==> src/rtl/sram_wbqueue_pkg.sv <==
// Shared types for the SRAM request queue: downstream FSM encoding and request word layout.
package sram_wbqueue_pkg;

    typedef enum logic [1:0] {
        ST_IDLE = 2'b00,
        ST_REQ  = 2'b01,
        ST_WAIT = 2'b10
    } state_t;

    localparam int DATA_W = 32;
    localparam int SEL_W  = 4;

    // Queue entry is {we, addr, data, sel}
    function automatic int req_width(input int aw);
        return 1 + aw + DATA_W + SEL_W;
    endfunction

endpackage

==> src/rtl/sram_reqfifo.sv <==
// Small synchronous request FIFO with flush; head is read combinationally so the
// consumer can load it on the same edge it pops.
module sram_reqfifo #(
    parameter int DW     = 52,
    parameter int LGFIFO = 2
) (
    input  logic              i_clk,
    input  logic              i_areset_n,
    input  logic              i_flush,
    input  logic              i_wr,
    input  logic [DW-1:0]     i_data,
    input  logic              i_rd,
    output logic [DW-1:0]     o_data,
    output logic              o_empty,
    output logic              o_full,
    output logic [LGFIFO:0]   o_fill
);
    localparam int DEPTH = 2 ** LGFIFO;
    localparam logic [LGFIFO:0] FULL_CNT = (LGFIFO + 1)'(DEPTH);

    logic [DW-1:0]     r_mem [DEPTH];
    logic [LGFIFO-1:0] r_wr_ptr;
    logic [LGFIFO-1:0] r_rd_ptr;
    logic [LGFIFO:0]   r_fill;
    logic              w_wr;
    logic              w_rd;

    assign w_wr = i_wr && !i_flush;
    assign w_rd = i_rd && !i_flush;

    always_ff @(posedge i_clk) begin
        if (w_wr) begin
            r_mem[r_wr_ptr] <= i_data;
        end
    end

    always_ff @(posedge i_clk or negedge i_areset_n) begin
        if (!i_areset_n) begin
            r_wr_ptr <= '0;
            r_rd_ptr <= '0;
            r_fill   <= '0;
        end else if (i_flush) begin
            r_wr_ptr <= '0;
            r_rd_ptr <= '0;
            r_fill   <= '0;
        end else begin
            if (w_wr) begin
                r_wr_ptr <= r_wr_ptr + 1'b1;
            end
            if (w_rd) begin
                r_rd_ptr <= r_rd_ptr + 1'b1;
            end
            case ({w_wr, w_rd})
                2'b10:   r_fill <= r_fill + (LGFIFO + 1)'(1);
                2'b01:   r_fill <= r_fill - (LGFIFO + 1)'(1);
                default: r_fill <= r_fill;
            endcase
        end
    end

    always_ff @(posedge i_clk) begin
        if (i_areset_n && !i_flush) begin
            assert (!(i_wr && o_full));
            assert (!(i_rd && o_empty));
        end
    end

    assign o_data  = r_mem[r_rd_ptr];
    assign o_empty = (r_fill == '0);
    assign o_full  = (r_fill == FULL_CNT);
    assign o_fill  = r_fill;

endmodule

==> src/rtl/sram_wbqueue.sv <==
// Wishbone request queue in front of the SRAM controller: buffers pipelined requests,
// issues them one at a time downstream and returns acks in order.
module sram_wbqueue
    import sram_wbqueue_pkg::*;
#(
    parameter int AW     = 15,
    parameter int LGFIFO = 2
) (
    input  logic          i_clk,
    input  logic          i_areset_n,
    input  logic          i_wb_cyc,
    input  logic          i_wb_stb,
    input  logic          i_wb_we,
    input  logic [AW-1:0] i_wb_addr,
    input  logic [31:0]   i_wb_data,
    input  logic [3:0]    i_wb_sel,
    output logic          o_wb_stall,
    output logic          o_wb_ack,
    output logic [31:0]   o_wb_data,
    output logic          o_dn_cyc,
    output logic          o_dn_stb,
    output logic          o_dn_we,
    output logic [AW-1:0] o_dn_addr,
    output logic [31:0]   o_dn_data,
    output logic [3:0]    o_dn_sel,
    input  logic          i_dn_stall,
    input  logic          i_dn_ack,
    input  logic [31:0]   i_dn_data
);
    localparam int RW    = req_width(AW);
    localparam int DEPTH = 2 ** LGFIFO;

    state_t          r_state;
    logic            r_dn_cyc;
    logic            r_dn_stb;
    logic            r_dn_we;
    logic [AW-1:0]   r_dn_addr;
    logic [31:0]     r_dn_data;
    logic [3:0]      r_dn_sel;
    logic            r_wb_ack;
    logic [31:0]     r_wb_data;

    logic [RW-1:0]   w_head;
    logic            w_head_we;
    logic [AW-1:0]   w_head_addr;
    logic [31:0]     w_head_data;
    logic [3:0]      w_head_sel;
    logic            w_empty;
    logic            w_full;
    logic [LGFIFO:0] w_fill;
    logic            w_flush;
    logic            w_push;
    logic            w_pop;

    assign {w_head_we, w_head_addr, w_head_data, w_head_sel} = w_head;

    // Dropping cyc abandons everything queued behind the master's back
    assign w_flush = !i_wb_cyc;
    assign w_push  = i_wb_cyc && i_wb_stb && !w_full;
    assign w_pop   = i_wb_cyc && !w_empty &&
                     ((r_state == ST_IDLE) || ((r_state == ST_WAIT) && i_dn_ack));

    sram_reqfifo #(
        .DW     (RW),
        .LGFIFO (LGFIFO)
    ) u_fifo (
        .i_clk      (i_clk),
        .i_areset_n (i_areset_n),
        .i_flush    (w_flush),
        .i_wr       (w_push),
        .i_data     ({i_wb_we, i_wb_addr, i_wb_data, i_wb_sel}),
        .i_rd       (w_pop),
        .o_data     (w_head),
        .o_empty    (w_empty),
        .o_full     (w_full),
        .o_fill     (w_fill)
    );

    always_ff @(posedge i_clk or negedge i_areset_n) begin
        if (!i_areset_n) begin
            r_state   <= ST_IDLE;
            r_dn_cyc  <= 1'b0;
            r_dn_stb  <= 1'b0;
            r_dn_we   <= 1'b0;
            r_dn_addr <= '0;
            r_dn_data <= '0;
            r_dn_sel  <= '0;
            r_wb_ack  <= 1'b0;
            r_wb_data <= '0;
        end else begin
            r_wb_ack <= 1'b0;
            if (!i_wb_cyc) begin
                r_dn_cyc <= 1'b0;
                r_dn_stb <= 1'b0;
                r_state  <= ST_IDLE;
            end else begin
                if (w_pop) begin
                    r_dn_we   <= w_head_we;
                    r_dn_addr <= w_head_addr;
                    r_dn_data <= w_head_data;
                    r_dn_sel  <= w_head_sel;
                end
                case (r_state)
                    ST_IDLE: begin
                        if (!w_empty) begin
                            r_dn_cyc <= 1'b1;
                            r_dn_stb <= 1'b1;
                            r_state  <= ST_REQ;
                        end
                    end
                    ST_REQ: begin
                        if (!i_dn_stall) begin
                            r_dn_stb <= 1'b0;
                            r_state  <= ST_WAIT;
                        end
                    end
                    ST_WAIT: begin
                        if (i_dn_ack) begin
                            r_wb_ack  <= 1'b1;
                            r_wb_data <= i_dn_data;
                            // Keep the downstream cycle open when more work is waiting
                            if (!w_empty) begin
                                r_dn_stb <= 1'b1;
                                r_state  <= ST_REQ;
                            end else begin
                                r_dn_cyc <= 1'b0;
                                r_state  <= ST_IDLE;
                            end
                        end
                    end
                    default: r_state <= ST_IDLE;
                endcase
            end
        end
    end

    always_ff @(posedge i_clk) begin
        if (i_areset_n) begin
            assert ((32'(w_fill) + ((r_state != ST_IDLE) ? 32'd1 : 32'd0)) <= 32'(DEPTH + 1));
        end
    end

    assign o_wb_stall = w_full;
    assign o_wb_ack   = r_wb_ack && i_wb_cyc;
    assign o_wb_data  = r_wb_data;
    assign o_dn_cyc   = r_dn_cyc;
    assign o_dn_stb   = r_dn_stb;
    assign o_dn_we    = r_dn_we;
    assign o_dn_addr  = r_dn_addr;
    assign o_dn_data  = r_dn_data;
    assign o_dn_sel   = r_dn_sel;

endmodule
==> config.mk <==
export PLATFORM = sky130hd
export DESIGN_NAME = sram_wbqueue
export DESIGN_NICKNAME = d
export VERILOG_FILES = /design/src/rtl/sram_wbqueue_pkg.sv /design/src/rtl/sram_reqfifo.sv /design/src/rtl/sram_wbqueue.sv
export SDC_FILE = /design/constraint.sdc
export NUM_CORES = 1
export LEC_CHECK = 0
export ABC_AREA = 1
export BUFFER_PORTS_ARGS = -buffer_cell sky130_fd_sc_hd__clkbuf_2
export CAP_MARGIN = 20
export CORE_MARGIN = 1.5
export CORE_UTILIZATION = 30
export CTS_BUF_LIST = sky130_fd_sc_hd__clkbuf_8
export DETAILED_ROUTE_END_ITERATION = 8
export GPL_TIMING_DRIVEN = 1
export PLACE_DENSITY_LB_ADDON = 0.15
export SYNTH_ARGS = -nofsm -noshare
export SYNTH_HDL_FRONTEND = slang
export SYNTH_SLANG_ARGS = --single-unit
export TNS_END_PERCENT = 10
==> constraint.sdc <==
create_clock -name i_clk -period 3.59 [get_ports i_clk]
set_clock_uncertainty 0.05 [all_clocks]
set_input_delay 0.718 -clock i_clk [delete_from_list [all_inputs] [get_ports i_clk]]
set_output_delay 0.718 -clock i_clk [all_outputs]
set_load 0.02 [all_outputs]
# --- Yosys cells after proc, flatten, opt, wreduce, memory -nomap -nowiden ---
# Memory sizes are Yosys's and may differ from the RTL's. A register that Yosys moved wholly into a read port is not among the register bits.
# Index checks and enable logic that the tools add are counted.
totals:
  ff_bits: 44
  ramBits: 208
  output_inout_bits: 88
  memories: 1
classes:
  n_addsub: 4
  n_eq_ne: 14
  n_mux: 27
  reduce_logical: 19
memory_table:
  columns: ["name", "words", "word_bits", "read_ports", "rd_ports_with_merged_regs", "write_ports", "line_no", "rtl"]
  rows:
  - ["u_fifo.r_mem", 4, 52, 1, 1, 1, "sram_reqfifo.sv:21", "logic [DW-1:0] r_mem [DEPTH];"]
op_table:
  columns: ["cell", "n"]
  rows:
  - ["$mux 2", 8]
  - ["$mux 1", 14]
  - ["$ne 3x3->1 const B", 4]
  - ["$reduce_and 3->1", 3]
  - ["$logic_and 1x1->1", 8]
  - ["$ne 3x1->1 const B", 2]
  - ["$pmux 2 s3", 1]
  - ["$pmux 3 s2", 1]
  - ["$add 2x1->2 const B", 2]
  - ["$eq 2x1->1 const B", 2]
  - ["$eq 2x2->1 const B", 2]
  - ["$ne 2x1->1 const B", 2]
  - ["$ne 4x1->1 const B", 1]
  - ["$reduce_and 4->1", 1]
  - ["$add 3x1->3 const B", 1]
  - ["$eq 3x3->1 const B", 1]
  - ["$logic_not 1->1", 3]
  - ["$logic_not 3->1", 1]
  - ["$mux 3", 1]
  - ["$pmux 1 s3", 1]
  - ["$sub 3x1->3 const B", 1]
  - ["$logic_not 2->1", 1]
  - ["$pmux 1 s2", 1]
  - ["$reduce_and 2->1", 1]
  - ["$logic_or 1x1->1", 1]

# --- Depth between registers and ports, before layout ---
# Gate-level depths: netlist (run 1).
depth:
  depth_word: 8
  mapped_depth: 15
  depth_no_buf: 15

# --- Modules after synthesis ---
# Synthesis (run 1) repeated with hierarchy kept, for this count alone.
hier_totals:
  cells_unflattened: 979
  hier_area_um2: 11731.3
by_module_without_submodules:
  columns: ["mod", "instances", "cells_each", "area_per_inst_um2", "seq_area_each_um2"]
  rows:
  - ["sram_reqfifo", 1, 566, 8177.8, 6421.2]
  - ["sram_wbqueue", 1, 413, 3553.4, 2227.1]

# --- Least setup slack after synthesis (run 1) ---
# OpenSTA, ideal clock, no wires.
synth_path:
  path_kind: "input to register"
  startpoint: "input port i_wb_cyc"
  endpoint: "memory u_fifo.r_mem[0][0], enable pin"
  t_arrival_ps: 3227
  required_ps: 3078
  path_slack_ps: -148
  stages: 5
  n_path_buf: 1
  path_cell_list: "buf_6 nand2_1 inv_1 nand2_2 nor2_1"
synth_between:
  elab_chain_cells: 5
synth_lines:
  columns: ["item", "line_no", "rtl"]
  rows:
  - ["from (decl)", "sram_wbqueue.sv:11", "input logic i_wb_cyc,"]
  - ["$logic_and 1x1->1 (2 in a row)", "sram_wbqueue.sv:59", "assign w_push = i_wb_cyc && i_wb_stb && !w_full;"]
  - ["$logic_and 1x1->1 *", "sram_reqfifo.sv:28", "assign w_wr = i_wr && !i_flush;"]
  - ["$mux 1 *", "sram_reqfifo.sv:32", "if (w_wr) begin"]
  - ["$mux 1 (implied by the code) *", "sram_reqfifo.sv:33", "r_mem[r_wr_ptr] <= i_data;"]
  - ["to (decl)", "sram_reqfifo.sv:21", null]
# Mark *: on every way between the ends. The rest lies on a longest branch, timed or not.

# --- Worst setup path after layout (run 1) ---
layout_path:
  startpoint: "register u_fifo.r_fill[0], in the netlist u_fifo.o_fill[0]"
  endpoint: "output port o_wb_stall"
layout_between:
  elab_chain_cells: 1
layout_lines:
  columns: ["item", "line_no", "rtl"]
  rows:
  - ["from (decl)", "sram_reqfifo.sv:24", "logic [LGFIFO:0] r_fill;"]
  - ["from (signal assigned)", "sram_reqfifo.sv:54", "2'b10: r_fill <= r_fill + (LGFIFO + 1)'(1);"]
  - ["from (signal assigned)", "sram_reqfifo.sv:55", "2'b01: r_fill <= r_fill - (LGFIFO + 1)'(1);"]
  - ["from (signal assigned)", "sram_reqfifo.sv:56", "default: r_fill <= r_fill;"]
  - ["$eq 3x3->1", "sram_reqfifo.sv:70", "assign o_full = (r_fill == FULL_CNT);"]
  - ["to (decl)", "sram_wbqueue.sv:17", "output logic o_wb_stall,"]
# No other way between the ends.

==> impl_metrics.toml, run 1 <==
[critical_path]
r2r_slack_ps = 1330
reg2reg_depth = 6
crit_slowest_cell = "dfrtp_1"
cp.depth = 4
max_stage_delay_ps = 450
cp_num_buf_inv = 2
cp_max_fo = 4
worstSetupPathType = "reg2out"
end_kind = "output pin"
cpLargestDelayFamily = "flip-flops"
crit_chain = "nor2_4 > nand2_1 > inv_1 > clkbuf_2"
arrival_ps = 1560
cp-start-kind = "flop"
required_ps = 2820

[detailed_routing]
ant_nets = 0
num_vias = 7645
drt_pass1_iterations = 4
drt-total-wl_microns = 29400
wl_per_cell_microns = 16.9
drt_iter0_drc = 363
via_per_inst = 4.40
route.detailed.drc = 0

[cells_and_area]
fin_nets = 1272
drive_gt1_share_pct = 26.2
finalCoreUtilization_pct = 36.5
final_cell_count_no_fill = 1738
fin_area_sq_um = 14500
area_delta_synth_final_pct = 20.5

[power_and_ir_drop]
p_per_area_nw_per_um2 = 776
vdd_drop_max_mv = 0.349
p_sw_mw = 4.03
power_frac_seq_pct = 42.7
leakagePower_nw = 5.84
p_int_mw = 7.19
power_mw = 11.2
combPwrFrac_pct = 29.8
clockPowerShare_pct = 27.5
swShare_pct = 35.9

[yosys]
synth_compound_area_share_pct = 9.73
synth_top_family_by_area = "simple AND/OR/NAND/NOR gates"
netlist_area_sq_um = 12000
yosysTopAreaCell = "edfxtp_1"
synthAdderAreaFrac_pct = 1.10
synth_nets = 1072
avgSynthCellArea_sq_um = 12.4
yosysTopAreaCellShare_pct = 52.0
yosysSeqAreaShare_pct = 72.0
synthMuxAreaShare_pct = 0
yosysUniqueCellTypes = 28
synth-simple-area-share_pct = 13.3
synth_top_cells_by_area = "edfxtp_1 52%, dfrtp_1 20%, nor2_1 8.3%"
ys_warn_count = 0
ys_ff_latch = 304
synth_xor_area_share_pct = 0.0729
postSynthCellCount = 972

[place]
place_ws_ps = 1080
port-buffer-count = 177
gp_congestion = 0.738
dp_hpwl_microns = 17200
dpl.cell_count = 1641
dpl_cell_area_sq_um = 13400

[clock_network]
cts_tree = "yes"
cts_buffers = 54
postCtsResizedCells = 0
clockRootBuffer = "clkbuf_8"
holdBufCountCts = 0
h-tree-depth = 2
clock_sinks = 304
clk_path_buf_depth = 3
postCtsSetupBuffers = 0
clkSlewWorstSetupHoldPaths_ps = 60
clkLatencyLatePin_ps = 620

[sta]
slew_headroom_pct = 40.4
fin_setup_tns_ps = 0
fin_crit_ps = 2330
tightest_slew_ps = 894
slew_viol_final = 0
fmaxAchievable_mhz = 429
fin_crit_sh_pct = 64.9
hold_ws_ps = 178
layout_setup_ws_ps = 1260
report.final.hold_viol_count = 0
rsz0062_at_grt = "false"
setup_viol = 0

[die]
die_w_microns = 203
core_sq_um = 39600
die_area_sq_um = 41200
initial_core_util_pct = 30.3
rows = 73
io_pins = 178
die_h_microns = 203

[global_routing]
grt_usage_pct = 14.5
grt_pass1_vias = 7779
grt_pass1_wl_microns = 45300
grt_max_degree = 67
antenna_found_initial = 5
grt_overflow_total = 0

[flow_run]
maxCapViolCount = 0

[status]
outcome = "completed"

[worst_hold_path]
hold_class = "in2async"
kinds of logic (layout without fill, tap and decap cells):
| kind of cell | after synthesis | in the layout |
|---|---|---|
| flops | 304 | 304 |
| fa+ha+maj | 10 | 10 |
| buf+inv | 78 | 318 |
| compound gates | 170 | 170 |
| xor+xnor | 1 | 1 |
| simple gates | 409 | 409 |
| other cells | 0 | 1 |
layer usage:
metal | global-route usage (%) | wire length, microns | part of all wire [%]
met1 | 19.2 | 13600 | 46
met2 | 22.6 | 13100 | 44
met3 | 4.29 | 1910 | 6.5
met4 | 5.48 | 741 | 2.5
met5 | 0 | 57 | 0.19
cell usage after synthesis:
library cell  instances
nor2_1              267
nand3_1               3
nand2_2               3
edfxtp_1            208
ha_1                  9
clkbuf_1             19
a31oi_1              12
xor2_1                1
inv_4                 1
a21oi_1               3
nand4_1               7
o21ai_0             107
buf_2                12
o211ai_1              1
inv_2                 2
a31oi_2              40
o21ai_1               7
nor2_4                1
buf_6                 2
fa_1                  1
buf_12                5
inv_1                22
dfrtp_1              96
nand2_4               1
buf_4                12
nand2_1             126
clkbuf_2              3
nand3_4               1
area by class of cell:
type	count	area [sq um]
multi-input cells	590	2930
fillers	3990	25200
repair buffers	197	1090
inverters	25	97.6
clock inverters	35	191
flip-flops and latches	304	8650
clock buffers	61	840
diodes	1	2.50
well taps	525	657
cells in the final DEF, fill, tap and decap left out:
cell type    n
a21oi_1      3
a31oi_1     12
a31oi_2     40
buf_12       4
buf_4       17
bufinv_16    2
clkbuf_2   176
clkbuf_8    61
clkinv_1     2
clkinv_2     3
dfrtp_1     94
dfrtp_2      1
dfrtp_4      1
diode_2      1
edfxtp_1   208
fa_1         1
ha_1         9
inv_1       50
inv_2        1
inv_4        1
inv_6        1
nand2_1    126
nand2_2      3
nand2_4      1
nand3_1      3
nand3_4      1
nand4_1      7
nor2_1     263
nor2_4       5
o211ai_1     1
o21ai_0    107
o21ai_1      7
xor2_1       1
registers in the layout (all words and copies together) (netlist names):
| name | count |
|---|---|
| u_fifo.r_wr_ptr | 2 |
| o_dn_addr | 15 |
| r_wb_ack | 1 |
| u_fifo.o_fill | 3 |
| o_dn_stb | 1 |
| o_dn_cyc | 1 |
| o_dn_data | 32 |
| o_dn_sel | 4 |
| r_state | 2 |
| o_dn_we | 1 |
| u_fifo.r_rd_ptr | 2 |
| u_fifo.r_mem | 208 |
| o_wb_data | 32 |
power by group through the flow:
stage                     clock, mW  sequential [mW]  combinational, mW
after detailed placement          0             4.87               3.44
after global placement            0             4.86               3.41
after global routing           3.35             4.87               3.77
after floorplan                   0             5.36               1.84
after CTS                      3.22             4.81               3.44
final                          3.08             4.79               3.34
worst register-to-register path, stage by stage (launching register included):
cell	delay, ps
dfrtp_4	410
buf_4	480
buf_4	680
nor2_1	130
nor2_1	110
o21ai_0	130
a31oi_2	210
path summary, 6_finish.rpt:
kind | startpoint | to
max | u_fifo.o_fill[0]$_DFFE_PN0P_ | o_wb_stall
max in group asynchronous | i_areset_n | o_dn_addr[0]$_DFFE_PN0P_
min | i_areset_n | o_wb_data[5]$_DFFE_PN0P_
min in group i_clk | i_dn_data[11] | o_wb_data[11]$_DFFE_PN0P_
max reg2reg | u_fifo.r_rd_ptr[0]$_DFFE_PN0P_ | o_dn_data[1]$_DFFE_PN0P_
min reg2reg | o_wb_data[1]$_DFFE_PN0P_ | o_wb_data[1]$_DFFE_PN0P_
Power figures use the tool's default switching activity.
==> run 2, diff against run 1 <==
- clock period: 3.59 -> 2.3 ns (I/O delays scaled with it)
==> run 2 against run 1 <==
Against the previous run: sequential power rose by 56%; power up 58%; critical path type unchanged; sequential cell count unchanged; register-to-register slack worse by 1100 ps; highest routed layer is now met4; cell count grew 5.5%; first-iteration DRC count decreased by 4.4%; largest power group unchanged; utilization rose by 2.6 points; setup slack worse by 1100 ps; clock power is 56% higher; via count grew 3.9%; largest cell class unchanged; wire length increased by 1.6%.
==> impl_metrics.toml, run 2 (synthesis gave the netlist of run 1 again) <==
[clock_network]
h-tree-depth = 2
clockRootBuffer = "clkbuf_8"
clkSlewWorstSetupHoldPaths_ps = 60
clk_path_buf_depth = 3
clock_sinks = 304
cts_tree = "yes"
clkLatencyLatePin_ps = 600
cts_buffers = 53

[worst_hold_path]
hold_depth = 1
hold_class = "in2reg"
hp-start = "i_wb_data[25]"
hold_end = "u_fifo.r_mem[2][29]$_DFFE_PP_"

[detailed_routing]
drt-total-wl_microns = 29900
ant_nets = 0
route.detailed.drc = 0
drt_iter0_drc = 347
num_vias = 7944
via_per_inst = 4.33
wl_per_cell_microns = 16.3
drt_pass1_iterations = 4

[die]
initial_core_util_pct = 30.3
die_area_sq_um = 41200
rows = 73
die_h_microns = 203
core_sq_um = 39600
die_w_microns = 203
io_pins = 178

[global_routing]
grt_pass1_vias = 8146
grt_pass1_wl_microns = 46400
antenna_found_initial = 1
grt_overflow_total = 0
grt_usage_pct = 14.7
grt_max_degree = 106

[power_and_ir_drop]
leakagePower_nw = 6.25
vdd_drop_max_mv = 0.498
power_mw = 17.8
p_per_area_nw_per_um2 = 1150

[sta]
slew_headroom_pct = 66.3
fin_crit_ps = 2100
setup_viol = 0
tightest_slew_ps = 506
rsz0062_at_grt = "false"
fin_crit_sh_pct = 91.2
fmaxAchievable_mhz = 477
report.final.hold_viol_count = 0
slew_viol_final = 0

[cells_and_area]
finalCoreUtilization_pct = 39.1
fillers = 3861
fin_nets = 1366
max_flop_register = "u_fifo.r_mem"
layout_common_cells = "263 x nor2_1, 208 x edfxtp_1, 176 x clkbuf_2"
area_delta_synth_final_pct = 28.9
drive_gt1_share_pct = 25.6
final_common_cell = "nor2_1"
largest_reg_flops = 208

[critical_path]
worstSetupPathType = "reg2out"
max_stage_delay_ps = 450
cp.depth = 4
cpLargestDelayFamily = "flip-flops"
required_ps = 1790
r2r_slack_ps = 270
cp_num_buf_inv = 2
reg2reg_depth = 15
rr_startpoint = "r_state[1]$_DFFE_PN0P_"
arrival_ps = 1590
r2r-end = "u_fifo.o_fill[2]$_DFFE_PN0P_"
cp_max_fo = 4
crit_slowest_cell = "dfrtp_1"
end_kind = "output pin"
crit_chain = "nor2_4 > nand2_1 > inv_1 > clkbuf_2"
cp-start-kind = "flop"

[flow_run]
maxCapViolCount = 0

[place]
gp_congestion = 0.754
port-buffer-count = 177
dp_hpwl_microns = 17000

[status]
outcome = "completed"
-- run 2: worst max-delay path by stage --
stage                            startpoint                            to  slack (ps)
2_1_floorplan                      i_wb_cyc  u_fifo.r_mem[0][0]$_DFFE_PP_        -330
5_1_grt              r_state[1]$_DFFE_PN0P_  u_fifo.o_fill[2]$_DFFE_PN0P_          40
4_1_cts        u_fifo.o_fill[0]$_DFFE_PN0P_                    o_wb_stall         130
3_5_place_dp         r_state[0]$_DFFE_PN0P_  u_fifo.o_fill[2]$_DFFE_PN0P_         150
3_3_place_gp         r_state[0]$_DFFE_PN0P_  u_fifo.o_fill[2]$_DFFE_PN0P_         200
6_report       u_fifo.o_fill[0]$_DFFE_PN0P_                    o_wb_stall         200
-- run 2: routing by layer --
layer | up-vias | global-route usage [%] | wire length, microns
li1 | 3951 | - | -
met5 | - | 0 | 0
met1 | 3761 | 18.7 | 13600
met2 | 188 | 24.7 | 14100
met4 | 0 | 5.21 | 618
met3 | 44 | 3.35 | 1490
-- run 2: through the flow --
step	setup TNS [ps]	cells	hold slack, ps	worst slack [ps]	area (sq um)
3_3_place_gp	0	1650	414	199	13600
5_1_grt	0	1834	9.26	43.3	15500
4_1_cts	0	1830	1.21	135	15400
2_1_floorplan	-68950	972	114	-331	12000
6_report	0	1834	69.5	203	15500
3_5_place_dp	0	1650	416	151	13600
-- run 2: area by class of cell --
| class | instances | area [sq um] | area share [%] |
|---|---|---|---|
| flip-flops and latches | 304 | 8650 | 55.9 |
| multi-input cells | 590 | 2940 | 19.0 |
| repair buffers | 292 | 2080 | 13.5 |
| clock buffers | 62 | 853 | 5.51 |
| well taps | 525 | 657 | 4.24 |
| clock inverters | 35 | 193 | 1.24 |
| inverters | 25 | 97.6 | 0.630 |
| diodes | 1 | 2.50 | 0.0162 |
-- run 2: what timing repair did --
action                                  CTS  global route
setup buffers                             0             3
hold buffers                             83             0
resized for setup                         0             3
endpoints found under the hold margin   261             0
endpoints found under the setup margin    0             1
-- run 2: report_power, final --
group | leakage [nW] | internal [mW] | total (mW) | switching (mW)
Sequential | 3.02 | 6.90 | 7.46 | 0.556
Clock | 0.618 | 2.66 | 4.82 | 2.16
Combinational | 2.61 | 1.90 | 5.49 | 3.59
Total | 6.25 | 11.5 | 17.8 | 6.30
==> run 3, diff against run 2 <==
- SETUP_SLACK_MARGIN: unset -> 0.3
==> run 3 against run 2 <==
Against the previous run: die area unchanged; sequential power up 0.9%; sequential share of layout area is 0.29 points lower; sequential cell count stayed put; cell count rose by 0.27%; combinational power grew 0.9%; first-iteration DRC count down 6.1%; power increased by 0.35%; critical path type unchanged.
==> impl_metrics.toml, run 3 (synthesis gave the netlist of run 1 again) <==
[clock_network]
clockRootBuffer = "clkbuf_8"
clk_path_buf_depth = 3
cts_buffers = 53
h-tree-depth = 2
clkLatencyLatePin_ps = 620
clkSlewWorstSetupHoldPaths_ps = 60
cts_tree = "yes"
clock_sinks = 304

[sta]
slew_headroom_pct = 68.7
report.final.hold_viol_count = 0
rsz0062_at_grt = "true"
setup_viol = 0
fmaxAchievable_mhz = 517
tightest_slew_ps = 470
fin_setup_tns_ps = 0
slew_viol_final = 0
fin_crit_sh_pct = 84.1
fin_crit_ps = 1930

[flow_run]
maxCapViolCount = 0

[die]
io_pins = 178
die_area_sq_um = 41200
core_sq_um = 39600
die_w_microns = 203
initial_core_util_pct = 30.3
die_h_microns = 203
rows = 73

[critical_path]
required_ps = 1790
worstSetupPathType = "reg2out"
max_stage_delay_ps = 410
arrival_ps = 1420
cp-start-kind = "flop"
end_kind = "output pin"
crit_chain = "nor2_4 > nand2_2 > inv_2 > clkbuf_8"
reg2reg_depth = 15
crit_slowest_cell = "dfrtp_1"
cp_max_fo = 2

[power_and_ir_drop]
p_sw_mw = 6.39
vdd_drop_max_mv = 0.502
leakagePower_nw = 6.28
p_int_mw = 11.4
p_per_area_nw_per_um2 = 1150
clockPowerShare_pct = 26.7
power_frac_seq_pct = 42.2
combPwrFrac_pct = 31.1
swShare_pct = 35.9

[global_routing]
gr-max-usage-layer = "met2"
grt_usage_pct = 14.5
met2_usage_pct = 23.4
met1_usage_pct = 19.3
grt_max_degree = 69
grt_overflow_total = 0
gr-usage-met3_pct = 3.08
grt_pass1_vias = 8015
grt_pass1_wl_microns = 45800
antenna_found_initial = 3

[place]
port-buffer-count = 177
dp_hpwl_microns = 17500
gp_congestion = 0.755

[status]
outcome = "completed"

[cells_and_area]
drive_gt1_share_pct = 26.5
finalCoreUtilization_pct = 39.3
fin_nets = 1368
largest_reg_flops = 208
area_delta_synth_final_pct = 29.6
final_common_cell = "nor2_1"
fillers = 3862
layout_common_cells = "263 x nor2_1, 208 x edfxtp_1, 175 x clkbuf_2"
max_flop_register = "u_fifo.r_mem"

[detailed_routing]
ant_nets = 0
via_per_inst = 4.32
num_vias = 7940
drt_pass1_iterations = 4
drt_iter0_drc = 326
route.detailed.drc = 0
drt-total-wl_microns = 29500
wl_per_cell_microns = 16.0

[worst_hold_path]
hold_depth = 1
hold_class = "in2reg"
run 3: cell types whose count changed in the layout (fill, tap and decap cells not counted), sizes merged:
cell / previous run / this run
buf: 33 / 35
clkinv: 11 / 7
diode: 1 / 2
clkinvlp: 0 / 1
bufinv: 2 / 0
inv: 47 / 51
clkbuf: 238 / 241
run 3: path summary, 6_finish.rpt:
path | slack [ps] | startpoint | end
min | 70 | i_wb_data[4] | u_fifo.r_mem[2][8]$_DFFE_PP_
min reg2reg | 430 | o_wb_data[21]$_DFFE_PN0P_ | o_wb_data[21]$_DFFE_PN0P_
min in group asynchronous | 260 | i_areset_n | o_dn_addr[1]$_DFFE_PN0P_
max | 370 | u_fifo.o_fill[1]$_DFFE_PN0P_ | o_wb_stall
max in group asynchronous | 1200 | i_areset_n | o_wb_data[14]$_DFFE_PN0P_
max reg2reg | 410 | r_state[1]$_DFFE_PN0P_ | u_fifo.o_fill[2]$_DFFE_PN0P_
run 3: final cells by class:
| cell class | instances | area (sq um) | share of cell area (%) |
|---|---|---|---|
| inverter | 25 | 97.6 | 0.627 |
| clock inverter | 34 | 154 | 0.989 |
| clock buffer | 65 | 895 | 5.75 |
| sequential | 304 | 8650 | 55.6 |
| timing repair buffer | 294 | 2110 | 13.6 |
| tap | 525 | 657 | 4.22 |
| antenna | 2 | 5.00 | 0.0322 |
| multi-input combinational | 590 | 2990 | 19.2 |
run 3: layer usage:
layer	vias to the layer above	routed length (microns)
li1	3958	-
met1	3751	13800
met2	182	13700
met3	47	1410
met4	2	574
met5	-	10
run 3: critical path: cells and delay by family (launching register included):
family | cells | cell delay (ps)
simple gates | 2 | 210
flops | 1 | 410
buf+inv | 2 | 200
run 3: repair_timing:
item / in CTS / in global routing
buffers inserted: 6 / 2
pin swaps: 2 / 1
setup endpoints to repair: 2 / 42
endpoints found under the hold margin: 246 / 0
resized for setup: 8 / 6
hold buffers: 83 / 0
run 3: metrics by stage:
step / instance area, sq um / power [mW] / setup slack, ps / hold WS [ps] / cells
5_1_grt: 15600 / 19.0 / 216 / 15.5 / 1839
6_report: 15600 / 17.8 / 365 / 66.1 / 1839
4_1_cts: 15500 / 18.1 / 287 / 2.23 / 1835
3_3_place_gp: 13600 / 13.0 / 165 / 336 / 1647
3_5_place_dp: 13600 / 13.0 / 145 / 336 / 1647
2_1_floorplan: 12100 / 11.3 / 279 / 114 / 972
run 3: power by group through the flow:
stage / Clock [mW] / Sequential (mW) / Combinational [mW]
2_1_floorplan: 0 / 8.35 / 2.90
3_3_place_gp: 0 / 7.63 / 5.39
3_5_place_dp: 0 / 7.65 / 5.40
4_1_cts: 4.98 / 7.55 / 5.62
5_1_grt: 5.22 / 7.66 / 6.17
6_report: 4.76 / 7.53 / 5.54
